[src/rtl/alu_rr_sequencer.sv]
// Round-robin sequencer sharing one 4-op ALU between two requesters.
// Optional rsp_zero/rsp_carry outputs are enabled by defining ALU_RR_SEQUENCER_FLAGS_EN.
module alu_rr_sequencer #(
  parameter int WIDTH = 4
) (
  input  logic             clk,
  input  logic             rst_n,
  input  logic             req0_valid,
  output logic             req0_ready,
  input  logic [1:0]       req0_op,
  input  logic [WIDTH-1:0] req0_a,
  input  logic [WIDTH-1:0] req0_b,
  input  logic             req1_valid,
  output logic             req1_ready,
  input  logic [1:0]       req1_op,
  input  logic [WIDTH-1:0] req1_a,
  input  logic [WIDTH-1:0] req1_b,
  output logic             rsp_valid,
  input  logic             rsp_ready,
  output logic             rsp_id,
  output logic [WIDTH-1:0] rsp_data,
  output logic             busy
`ifdef ALU_RR_SEQUENCER_FLAGS_EN
  ,
  output logic             rsp_zero,
  output logic             rsp_carry
`endif
);

  typedef enum logic [1:0] {
    IDLE = 2'd0,
    EXEC = 2'd1,
    RESP = 2'd2
  } state_t;

  state_t           state, state_nx;
  logic             last_grant;
  logic             grant;
  logic             any_valid;
  logic             accept;
  logic [1:0]       op_q;
  logic [WIDTH-1:0] a_q, b_q;
  logic             id_q;
  logic [WIDTH-1:0] alu_res;

  // Under contention the requester that did not own the last response wins.
  always_comb begin
    any_valid = req0_valid | req1_valid;
    grant     = 1'b0;
    if (req0_valid && req1_valid) grant = ~last_grant;
    else                          grant = req1_valid;
  end

  always_comb begin
    state_nx   = state;
    req0_ready = 1'b0;
    req1_ready = 1'b0;
    accept     = 1'b0;
    busy       = (state != IDLE);
    rsp_valid  = (state == RESP);
    case (state)
      IDLE: begin
        if (any_valid) begin
          accept     = 1'b1;
          req0_ready = ~grant;
          req1_ready = grant;
          state_nx   = EXEC;
        end
      end
      EXEC:    state_nx = RESP;
      RESP:    if (rsp_ready) state_nx = IDLE;
      default: state_nx = IDLE;
    endcase
  end

  always_comb begin
    alu_res = '0;
    case (op_q)
      2'd0:    alu_res = a_q + b_q;
      2'd1:    alu_res = a_q >> 2;
      2'd2:    alu_res = a_q - b_q;
      default: alu_res = a_q;
    endcase
  end

`ifdef ALU_RR_SEQUENCER_FLAGS_EN
  logic alu_carry;
  // A wrapped sum smaller than an addend means the add carried out.
  always_comb begin
    alu_carry = 1'b0;
    case (op_q)
      2'd0:    alu_carry = (alu_res < a_q);
      2'd2:    alu_carry = (a_q < b_q);
      default: alu_carry = 1'b0;
    endcase
  end
`endif

  always_ff @(posedge clk) begin
    if (!rst_n) state <= IDLE;
    else        state <= state_nx;
  end

  always_ff @(posedge clk) begin
    if (!rst_n) begin
      last_grant <= 1'b1;
      op_q       <= '0;
      a_q        <= '0;
      b_q        <= '0;
      id_q       <= 1'b0;
      rsp_data   <= '0;
      rsp_id     <= 1'b0;
`ifdef ALU_RR_SEQUENCER_FLAGS_EN
      rsp_zero   <= 1'b0;
      rsp_carry  <= 1'b0;
`endif
    end else begin
      case (state)
        IDLE: begin
          if (accept) begin
            id_q <= grant;
            op_q <= grant ? req1_op : req0_op;
            a_q  <= grant ? req1_a  : req0_a;
            b_q  <= grant ? req1_b  : req0_b;
          end
        end
        EXEC: begin
          rsp_data  <= alu_res;
          rsp_id    <= id_q;
`ifdef ALU_RR_SEQUENCER_FLAGS_EN
          rsp_zero  <= (alu_res == '0);
          rsp_carry <= alu_carry;
`endif
        end
        RESP: begin
          if (rsp_ready) last_grant <= rsp_id;
        end
        default: ;
      endcase
    end
  end

endmodule
[config.mk]
export PLATFORM = sky130hd
export DESIGN_NAME = alu_rr_sequencer
export DESIGN_NICKNAME = d
export VERILOG_FILES = /design/src/rtl/alu_rr_sequencer.sv
export SDC_FILE = /design/constraint.sdc
export NUM_CORES = 1
export LEC_CHECK = 0
export ABC_AREA = 1
export CAP_MARGIN = 25
export CORE_UTILIZATION = 45
export CTS_CLUSTER_SIZE = 40
export DETAILED_ROUTE_END_ITERATION = 6
export GPL_ROUTABILITY_DRIVEN = 0
export GPL_TIMING_DRIVEN = 1
export HOLD_SLACK_MARGIN = 0.1
export PLACE_DENSITY = 0.78
export SETUP_SLACK_MARGIN = 0.05
export SLEW_MARGIN = 20
export SYNTH_ARGS = -nofsm -noshare
export SYNTH_HDL_FRONTEND = slang
export SYNTH_SLANG_ARGS = --single-unit
[constraint.sdc]
create_clock -name clk -period 3 [get_ports clk]
set_input_delay 0.6 -clock clk [delete_from_list [all_inputs] [get_ports clk]]
set_output_delay 0.6 -clock clk [all_outputs]
set_load 0.03 [all_outputs]
==> flow_summary.ini <==
[run_status]
status = finished clean

[clocking]
numCtsBuffers = 3
cts_root_buf = clkbuf_4
htreeDepth = 1
ctsResizeCount = 0
cts_tree = built
clkSlewWorstSetupHoldPaths_ps = 110
cts-hold-fix-buffers = 0
cts_setup_buffers = 0
cts.path.max_buffers = 2
numClockSinks = 19
clk_latency_ps = 300

[critical_path]
critPathLaunch = req0_valid
r2r_setup_slack_ps = 1130
worstSetupEndpoint = req0_ready
reg2reg_to = rsp_data[3]
start_kind = input port
r2r_start = op_q[0]
critPathMaxFanout = 5
rr_worst_depth = 11
crit_type = input port to output pin
end_kind = output pin
cp.arrival_ps = 2200
worstPathRequired_ps = 2400

[route]
drc = 0
routed_wl_mm = 2.44
drt_pass1_iterations = 4
wl_per_cell_um = 11.5
ant_nets = 0
drt_iter0_markers = 16
vias = 1060
vias_per_cell = 5.00

[sta]
tightest_slew_ps = 399
slew_violations = 0
finalSetupTns_ps = 0
finalHoldViolCount = 0
setup_viol = 0
period_needed_ps = 2800
max_slew_margin_pct = 73.1
rsz0062_at_grt = false
finalClockSkew_ps = 3.17
fin_crit_sh_pct = 93.4
hold_slack_ps = 487
fmax_mhz = 357

[finish]
nets = 215
final_core_utilization_pct = 65.5
area_growth_pct = 34.7
n_antenna_cell = 0
drive_gt1_share_pct = 11.4

[yosys]
ys.flop_type = dfxtp_1
ys_top_cells_by_count = 36 x nand2_1, 19 x dfxtp_1, 17 x inv_1
synth_top_cell_by_area = dfxtp_1
synthDominantCellAreaShare_pct = 35.0
yosys_warnings = 0
synth.distinct_cells = 26
synth_async_sr_flop_share_pct = 0
yosys_register_bits = 19
syn_avg_cell_area_um2 = 7.29
synth_area_leaders = dfxtp_1 35%, nand2_1 12%, inv_1 5.9%
synth-edff-count = 0
seq_area_frac_synth_pct = 35.0
syn_area_mm2 = 0.00109
synth_fp_nets = 179
yosysMostFrequentCell = nand2_1
syn_inst = 149

[die]
io_pins = 34
die-width_um = 51.1
die_h_um = 51.1
fp.dieArea_mm2 = 0.00261
core_area_mm2 = 0.00223
core.rowCount = 17
start_util_pct = 48.6

[grt]
grt_max_degree = 15
grt_usage_pct = 21.3
grt_pass1_wl_mm = 4.14
grt_pass1_vias = 991
gr-total-overflow = 0
antenna_found_initial = 0

[pwr]
vdd_ir_drop_max_mv = 0.308
p_per_area_mw_per_mm2 = 481
cellLeakagePower_uw = 0.000607

[job]
maxCapViolCount = 0

[worst_hold_path]
hold_depth = 2
min_path_type = flip-flop to flip-flop

[place]
hpwl_mm = 1.87
io_buffers = 33
[metrics by stage]
stage / instances / total power [µW] / worst slack (ps) / cell area (µm²)
after floorplan: 149 / 485 / 1250 / 1090
after global placement: 208 / 565 / 238 / 1440
after detailed placement: 208 / 573 / 207 / 1440
after CTS: 212 / 706 / 198 / 1460
after global routing: 212 / 752 / 113 / 1460
final: 212 / 704 / 199 / 1460
[layer usage]
| metal | global-route usage, % | wire (µm) | up-vias | part of all wire (%) |
|---|---|---|---|---|
| met5 | 0 | 0 | - | 0 |
| met4 | 6.94 | 13 | 0 | 0.53 |
| met3 | 3.57 | 117 | 2 | 4.8 |
| met2 | 37.9 | 1200 | 29 | 49 |
| met1 | 25.6 | 1110 | 473 | 45 |
| li1 | - | - | 556 | - |
[critical path: stages]
cell	delay, ps
clkdlybuf4s50_1	490
nand2_1	70
nand2_2	160
inv_2	90
nor2_4	110
clkdlybuf4s50_1	680
[kinds of logic after synthesis]
family | count (synthesis) | synth area share [%]
AO/OA/AOI/OAI | 31 | 16.9
flip-flops | 19 | 35.0
AND/OR/NAND/NOR | 68 | 30.6
buffers and inverters | 24 | 9.33
XOR/XNOR | 2 | 1.61
adder cells (fa/ha/maj) | 5 | 6.45
[state kept, by name (all words and copies together) (netlist names)]
name and flops:
a_q 4, rsp_data 4, b_q 4, op_q 2, rsp_id 1, last_grant 1
id_q 1, state 2
[layout by cell type, fill, tap and decap left out, types with 2 or more instances in the layout]
master,instances
nand2_2,6
nor2_1,9
inv_2,4
o21bai_1,3
clkbuf_4,3
dfxtp_1,19
o21ai_1,3
clkdlybuf4s50_1,33
o21ai_0,6
nand2_1,36
ha_1,4
nor2_4,2
a21oi_1,8
a31oi_1,9
nand3_1,10
inv_1,17
xnor2_1,2
[where the power goes]
part | total [µW] | internal [µW] | switching, µW
registers | 303 | 278 | 25.7
clock network | 135 | 51.9 | 82.7
logic | 266 | 122 | 144
total | 704 | 452 | 252
[worst min-delay path by stage]
stage                           from          to  slack [ps]
after floorplan           last_grant  last_grant         430
after global placement          id_q        id_q         460
after detailed placement  last_grant  last_grant         470
after CTS                 last_grant  last_grant         500
after global routing      last_grant  last_grant         510
final                     last_grant  last_grant         490
[cell type report]
| type | instances | area, µm² |
|---|---|---|
| Inverter | 21 | 78.8 |
| Timing Repair Buffer | 34 | 338 |
| Tap cell | 28 | 35.0 |
| Clock buffer | 4 | 26.3 |
| Multi-Input combinational cell | 106 | 604 |
| Fill cell | 200 | 771 |
| Sequential cell | 19 | 380 |
(Power assumes the default switching activity.)
